==> config.mk <==
export PLATFORM = sky130hd
export DESIGN_NAME = sqrt_seq
export DESIGN_NICKNAME = d
export VERILOG_FILES = /design/src/rtl/sqrt_seq.sv
export SDC_FILE = /design/constraint.sdc
export NUM_CORES = 1
export LEC_CHECK = 0
export BUFFER_PORTS_ARGS = -buffer_cell sky130_fd_sc_hd__clkbuf_2
export CORE_ASPECT_RATIO = 1.4
export CORE_MARGIN = 2
export CORE_UTILIZATION = 40
export DETAILED_ROUTE_END_ITERATION = 7
export PLACE_DENSITY_LB_ADDON = 0.2
export SYNTH_ARGS = -nofsm -noshare
export SYNTH_HDL_FRONTEND = slang
export SYNTH_SLANG_ARGS = --single-unit
export TNS_END_PERCENT = 5
==> constraint.sdc <==
create_clock -name clk_i -period 6.5 [get_ports clk_i]
set_input_delay 1.3 -clock clk_i [delete_from_list [all_inputs] [get_ports clk_i]]
set_output_delay 1.3 -clock clk_i [all_outputs]
set_load 0.03 [all_outputs]
==> src/rtl/sqrt_seq.sv <==
// sqrt_seq: sequential integer square root of a 16-bit radicand, one root bit per clock.
// Optional remainder output port enabled by defining SQRT_REM_EN.
`default_nettype none

// 16-bit two-level carry-lookahead adder (4-bit groups).
module sqrt_cla16 (
   input  logic [15:0] A_i,
   input  logic [15:0] B_i,
   input  logic        Ci_i,
   output logic [15:0] S_o,
   output logic        Co_o
);
   logic [15:0] g;
   logic [15:0] p;
   logic [15:0] c;
   logic [3:0]  gg;
   logic [3:0]  gp;
   logic [4:0]  gc;

   assign g = A_i & B_i;
   assign p = A_i ^ B_i;

   generate
      for (genvar k = 0; k < 4; k++) begin : g_grp
         localparam int B = 4 * k;
         assign c[B]   = gc[k];
         assign c[B+1] = g[B] | (p[B] & gc[k]);
         assign c[B+2] = g[B+1] | (p[B+1] & g[B]) | (p[B+1] & p[B] & gc[k]);
         assign c[B+3] = g[B+2] | (p[B+2] & g[B+1]) | (p[B+2] & p[B+1] & g[B])
                       | (p[B+2] & p[B+1] & p[B] & gc[k]);
         assign gg[k]  = g[B+3] | (p[B+3] & g[B+2]) | (p[B+3] & p[B+2] & g[B+1])
                       | (p[B+3] & p[B+2] & p[B+1] & g[B]);
         assign gp[k]  = &p[B+3:B];
      end
   endgenerate

   // Second-level lookahead across the four groups.
   assign gc[0] = Ci_i;
   assign gc[1] = gg[0] | (gp[0] & gc[0]);
   assign gc[2] = gg[1] | (gp[1] & gg[0]) | (gp[1] & gp[0] & gc[0]);
   assign gc[3] = gg[2] | (gp[2] & gg[1]) | (gp[2] & gp[1] & gg[0])
                | (gp[2] & gp[1] & gp[0] & gc[0]);
   assign gc[4] = gg[3] | (gp[3] & gg[2]) | (gp[3] & gp[2] & gg[1])
                | (gp[3] & gp[2] & gp[1] & gg[0]) | (gp[3] & gp[2] & gp[1] & gp[0] & gc[0]);

   assign S_o  = p ^ c;
   assign Co_o = gc[4];
endmodule

module sqrt_seq (
   input  logic        clk_i,
   input  logic        rst_i,
   input  logic        start_i,
   input  logic [15:0] rad_i,
   output logic        ready_o,
   output logic        done_o,
`ifdef SQRT_REM_EN
   output logic [8:0]  rem_o,
`endif
   output logic [7:0]  root_o
);
   typedef enum logic [1:0] {IDLE = 2'd0, CALC = 2'd1, DONE = 2'd2} state_t;

   state_t      state;
   state_t      state_nxt;
   logic [15:0] rad_q;
   logic [7:0]  root_q;
   logic [8:0]  rem_q;
   logic [2:0]  cnt;
   logic [7:0]  root_out;
   logic [8:0]  rem_out;

   logic [1:0]  pair;
   logic [9:0]  trial;
   logic [9:0]  dval;
   logic [15:0] sum;
   logic        no_borrow;
   logic [7:0]  root_nxt;
   logic [8:0]  rem_nxt;
   logic        accept;

   // The partial remainder never exceeds 8 bits before the shift-in, so trial is 10 bits.
   assign pair  = {rad_q[{cnt, 1'b1}], rad_q[{cnt, 1'b0}]};
   assign trial = {rem_q[7:0], pair};
   assign dval  = {root_q, 2'b01};

   sqrt_cla16 u_sub (
      .A_i  ({6'b0, trial}),
      .B_i  (~{6'b0, dval}),
      .Ci_i (1'b1),
      .S_o  (sum),
      .Co_o (no_borrow)
   );

   logic unused_bits;
   assign unused_bits = &{1'b0, sum[15:10], rem_q[8]};

   assign root_nxt = {root_q[6:0], no_borrow};
   assign rem_nxt  = no_borrow ? sum[8:0] : trial[8:0];
   assign accept   = (state == IDLE) && start_i;

   always_ff @(posedge clk_i) begin
      if (rst_i) state <= IDLE;
      else       state <= state_nxt;
   end

   always_comb begin
      state_nxt = state;
      case (state)
         IDLE:    if (start_i) state_nxt = CALC;
         CALC:    if (cnt == 3'd0) state_nxt = DONE;
         DONE:    state_nxt = IDLE;
         default: state_nxt = IDLE;
      endcase
   end

   always_ff @(posedge clk_i) begin
      if (rst_i) begin
         rad_q    <= '0;
         root_q   <= '0;
         rem_q    <= '0;
         cnt      <= '0;
         root_out <= '0;
         rem_out  <= '0;
      end else if (accept) begin
         rad_q  <= rad_i;
         root_q <= '0;
         rem_q  <= '0;
         cnt    <= 3'd7;
      end else if (state == CALC) begin
         root_q <= root_nxt;
         rem_q  <= rem_nxt;
         cnt    <= cnt - 3'd1;
         if (cnt == 3'd0) begin
            root_out <= root_nxt;
            rem_out  <= rem_nxt;
         end
      end
   end

   assign ready_o = (state == IDLE);
   assign done_o  = (state == DONE);
   assign root_o  = root_out;
`ifdef SQRT_REM_EN
   assign rem_o   = rem_out;
`else
   logic unused_rem;
   assign unused_rem = &{1'b0, rem_out};
`endif
endmodule

`default_nettype wire

After elaboration in Yosys (flattened, before gate mapping)
Cells that the tools add are included.

Add/subtract/negate cells: 1. $lt $le $gt $ge: 2. Equal/unequal tests: 4. Muxes and demuxes: 10. Bitwise operators: 75. Reduce and logical (&&, ||, !) cells: 11.

Operators by type and width (number): $and A1 B1 Y1 (41); $or A1 B1 Y1 (29); $and A10 B16 Y16 (1); $not A10 Y16 (1); $reduce_and A4 Y1 (4); $xor A10 B16 Y16 (1); $lt A4 B5 Y1 const B (2); $mux W8 (1); $xor A8 B8 Y8 (1); $bmux W1 S3 (2); $mux W3 (2); $mux W2 (2); $ne A2 B2 Y1 const B (2); $pmux W2 S2 (1); $logic_not A3 Y1 (1); $reduce_and A3 Y1 (1); $sub A3 B1 Y3 const B (1); $eq A2 B1 Y1 const B (1); $eq A2 B2 Y1 const B (1); $logic_not A2 Y1 (1); $mux W1 (2); $reduce_and A2 Y1 (1); $reduce_bool A2 Y1 (1); $reduce_or A2 Y1 (1); 2 further kinds (2).

Flip-flop bits (word level): 45. Input port bits: 19. Logic and storage cells: 109.

Logic depth before layout (Yosys ltp)
Word-level depth: 13. Depth in mapped cells: 12. Gate-level depth less buffers: 10.

Cells and area by module
Synthesis repeated with hierarchy kept, for this count alone.

Cells, all modules: 318. Area, all modules: 2580.0 um2.

By module, submodules not included: sqrt_seq (times used 1, cells an instance 226, area each 1855.5 um2); sqrt_cla16 (times used 1, cells an instance 92, area each 724.4 um2).

Worst setup path before layout
No wires, ideal clock.

Kind: reg-to-reg. From: register cnt[0]. To: register rem_q[1]. Library setup time: 0.067 ns. Data arrival time: 2.402 ns. Slack: 4.032 ns. Cell stages (with the launch flop): 12. Buffers on the path: 1. Clock period less this slack: 2.468 ns. Cell sequence: dfxtp_1 > buf_6 > mux4_2 > mux2i_4 > inv_1 > ha_1 > nand3_1 > and2_1 > o221ai_2 > a31oi_4 > mux2_4 > a21oi_2.

Cells in the longest elaborated chain, start to end: 10. Elaborated cells on any way between the ends: 19. Classes of those cells: mux: 5; bitwise: 13; reduce/logical: 1.

Ends and longest elaborated chain: start, declared (line 69) `logic [2:0] cnt;`; start signal, assigned (line 133) `cnt <= cnt - 3'd1;`; $bmux W1 S3 (line 83) `assign pair = {rad_q[{cnt, 1'b1}], rad_q[{cnt, 1'b0}]};`; $mux W1 (implied by the code) (line 83); $and A10 B16 Y16 or $xor A10 B16 Y16 (tied branches) (line 20, 21); $and A1 B1 Y1 (on tied branches) (line 31, 32); $or A1 B1 Y1 or $and A1 B1 Y1 (tied branches) (line 31, 32); $or A1 B1 Y1 (line 32) `| (p[B+3] & p[B+2] & p[B+1] & g[B]);`; $and A1 B1 Y1 (line 44) `| (gp[3] & gp[2] & gp[1] & gg[0]) | (gp[3] & gp[2] & gp[1] & gp[0] & gc[0]);`; $or A1 B1 Y1 (2 in a row) (line 44); $mux W8 (*) (line 99) `assign rem_nxt = no_borrow ? sum[8:0] : trial[8:0];`; end signal, assigned (line 132) `rem_q <= rem_nxt;`; end, declared (line 68) `logic [8:0] rem_q;`.

Mark *: on every way between the ends. The rest lies on a longest branch, timed or not. The select of a mux whose other input is x is not followed. A chain may end at the register's enable or synchronous reset.

Worst setup path after layout
Ends and elaborated chain as after synthesis.

==> flow_metrics.tcl <==
set metrics [dict create \
    synth_edf_count 0 \
    critPathLaunchType "flip-flop" \
    crit_required_ns 6.74 \
    antenna_cells 0 \
    post-cts-setup-buffers 0 \
    ctsHtreeMaxLevel 2 \
    synth_cells 284 \
    syn_nets 315 \
    insertion_delay_ns 0.30 \
    wl_per_cell_um 12.8 \
    utilization 0.460 \
    synth_cell_types 45 \
    grt_max_degree 32 \
    yosysWarnings 0 \
    cts_tree "done" \
    initial_core_util 0.415 \
    drc 0 \
    p_leak_nw 1.03 \
    rsz0062_at_grt "no" \
    setup_ws_ns 3.68 \
    setup_violations 0 \
    path_cells "mux4_2 -> mux2i_4 -> inv_1 -> ha_1 -> nand3_1 -> and2_1 -> o221ai_2 -> a31oi_4 -> mux2_4 -> a21oi_2" \
    cts_hold_buf 0 \
    ys_ff_latch 45 \
    worstSetupEndpointType "flip-flop" \
    synth.cell_area_sq_um 2310 \
    fillers 551 \
    critical_path.top_delay_family "multiplexers" \
    io_buffers 28 \
    finalHoldViolations 0 \
    regToRegStartpoint "cnt[0]" \
    avgSynthCellArea_sq_um 8.14 \
    wirelength_mm 4.77 \
    grt_pass1_vias 1752 \
    viasPerCell 5.17 \
    crit_type "flip-flop to flip-flop" \
    final_nets 335 \
    grt_pass1_wl_mm 8.00 \
    crit_cells 10 \
    r2r_slack_ns 3.68 \
    fmax_mhz 354 \
    clk_path_buf_depth 2 \
    max-cap-violations 0 \
    hold_class "flip-flop to flip-flop" \
    synthFlopType "dfxtp_1" \
    die_h_um 94.0 \
    io_pins 29 \
    fin_crit_sh 0.435 \
    post-route-cell-area_sq_um 2560 \
    postRouteAntennaNets 0 \
    hpwlAfterDp_mm 3.59 \
    place_ws_ns 3.69 \
    place_area_sq_um 2470 \
    critical_path.slowest_cell "dfxtp_1" \
    reg2reg_depth 10 \
    path_max_fanout 8 \
    async_flop_share 0 \
    die_x_um 68.3 \
    period_minus_slack_ns 2.82 \
    clock-sinks 45 \
    arrival_ns 3.07 \
    core_area_sq_um 5570 \
    startpoint "cnt[0]" \
    overflow 0 \
    clkTransAtPathRegs_ns 0.09 \
    cp-endpoint "rem_q[1]" \
    ys_seq_area_frac 0.390 \
    dr_total_vias 1927 \
    status "complete, no violations" \
    antenna_found_initial 0 \
    dr.pass1.iters 4 \
    drt_iter0_drc 86 \
    layout_common_cells "70 x nand2_1, 45 x dfxtp_1, 43 x a21oi_1, 28 x clkbuf_2, 15 x inv_1" \
    cts_root_buf "clkbuf_8" \
    grtUsageTotal 0.164 \
    layout-drive-gt1-share 0.167 \
    rows 32 \
    dieArea_sq_um 6410 \
    syn_to_final_growth_pct 10.8 \
    cp_num_buf_inv 1 \
    slew_headroom 0.544 \
    min_path_cells 2 \
    r2r-end "rem_q[1]" \
    worst_pin_slew_ns 0.682 \
    ir_drop_mv 0.127 \
    gp_congestion 0.814 \
    min_from "root_o[1]" \
    critPathMaxStageDelay_ns 0.60 \
    setup_tns_ns 0 \
    fin_skew_ns 0.00901 \
    layout_commonest_cell "nand2_1" \
    power.density_nw_per_um2 277 \
    cts_resized 0 \
    cts_buffers 5 \
    slew_viol_final 0 \
]
==> sequential cells by signal, summed over array words and instances (netlist names) <==
name	flops
cnt	3
root_o	8
root_q	8
rad_q	16
state	2
rem_q	8
==> worst min-delay path: cells and delay by family, from the launching register on <==
kind / cells / cell delay [ns]
AOI/OAI and AO/OA: 1 / 0.05
DFF: 1 / 0.32
and+or+nand+nor: 1 / 0.05
==> stage by stage <==
| stage | hold slack [ns] | total power [W] | cells |
|---|---|---|---|
| after floorplan | 0.433 | 0.000498 | 284 |
| after global placement | 0.443 | 0.000535 | 365 |
| after detailed placement | 0.447 | 0.000537 | 365 |
| after CTS | 0.459 | 0.000718 | 373 |
| after global routing | 0.479 | 0.000750 | 373 |
| final | 0.457 | 0.000709 | 373 |
==> synth_stat cells (2+ instances only) <==
library cell  count  area share
a211oi_1          3      0.0097
dfxtp_1          45        0.39
ha_1             12       0.065
nand2_1          70        0.11
xnor2_1           6       0.023
and2_1            3      0.0081
mux2i_1           7       0.030
nand3_1           5       0.011
a41oi_1           2      0.0076
clkbuf_1         12       0.019
nand2b_1          3      0.0081
a21oi_1          43       0.093
a21oi_2           2      0.0076
nor2_1           10       0.016
o21ai_0           7       0.015
or2_2             2      0.0054
nor2b_1           7       0.019
a21o_1            2      0.0065
o21ai_1           2      0.0043
mux4_2            2       0.019
inv_1            15       0.024
==> worst min-delay path by stage <==
stage / endpoint / slack, ns
global route: root_o[1] / 0.48
finish: root_o[1] / 0.46
floorplan: rad_q[12] / 0.43
detailed placement: rad_q[6] / 0.45
global placement: rad_q[11] / 0.44
CTS: rad_q[6] / 0.46
==> where the power goes <==
part,internal (W),leakage (nW),total [W],switching [W]
clock,0.0000764,0.0445,0.000180,0.000104
sequential,0.000292,0.367,0.000308,0.0000163
combinational,0.0000953,0.616,0.000221,0.000126
==> logic make-up after synthesis <==
kind of cell	count (synthesis)	synth area share
simple gates	104	0.193
buf+inv	31	0.0557
flops	45	0.390
compound gates	73	0.198
fa+ha+maj	12	0.0649
mux	12	0.0720
xor+xnor	7	0.0265
==> routing by layer <==
layer  up-vias  routed length (um)  track usage
met5         -                   0            0
met4         0                  91       0.0583
met3         9                 182       0.0324
met2        42                2520        0.289
met1       877                1980        0.192
li1        999                   -            -
==> cell type report <==
type,instances,area [sq um],share of cell area
Clock buffer,5,68.8,0.0269
Inverter,15,56.3,0.0220
Clock inverter,3,21.3,0.00830
Timing Repair Buffer,29,148,0.0576
Tap cell,68,85.1,0.0332
Multi-Input combinational cell,208,1280,0.500
Sequential cell,45,901,0.352
Note: power is estimated with default switching activity, not from simulation.
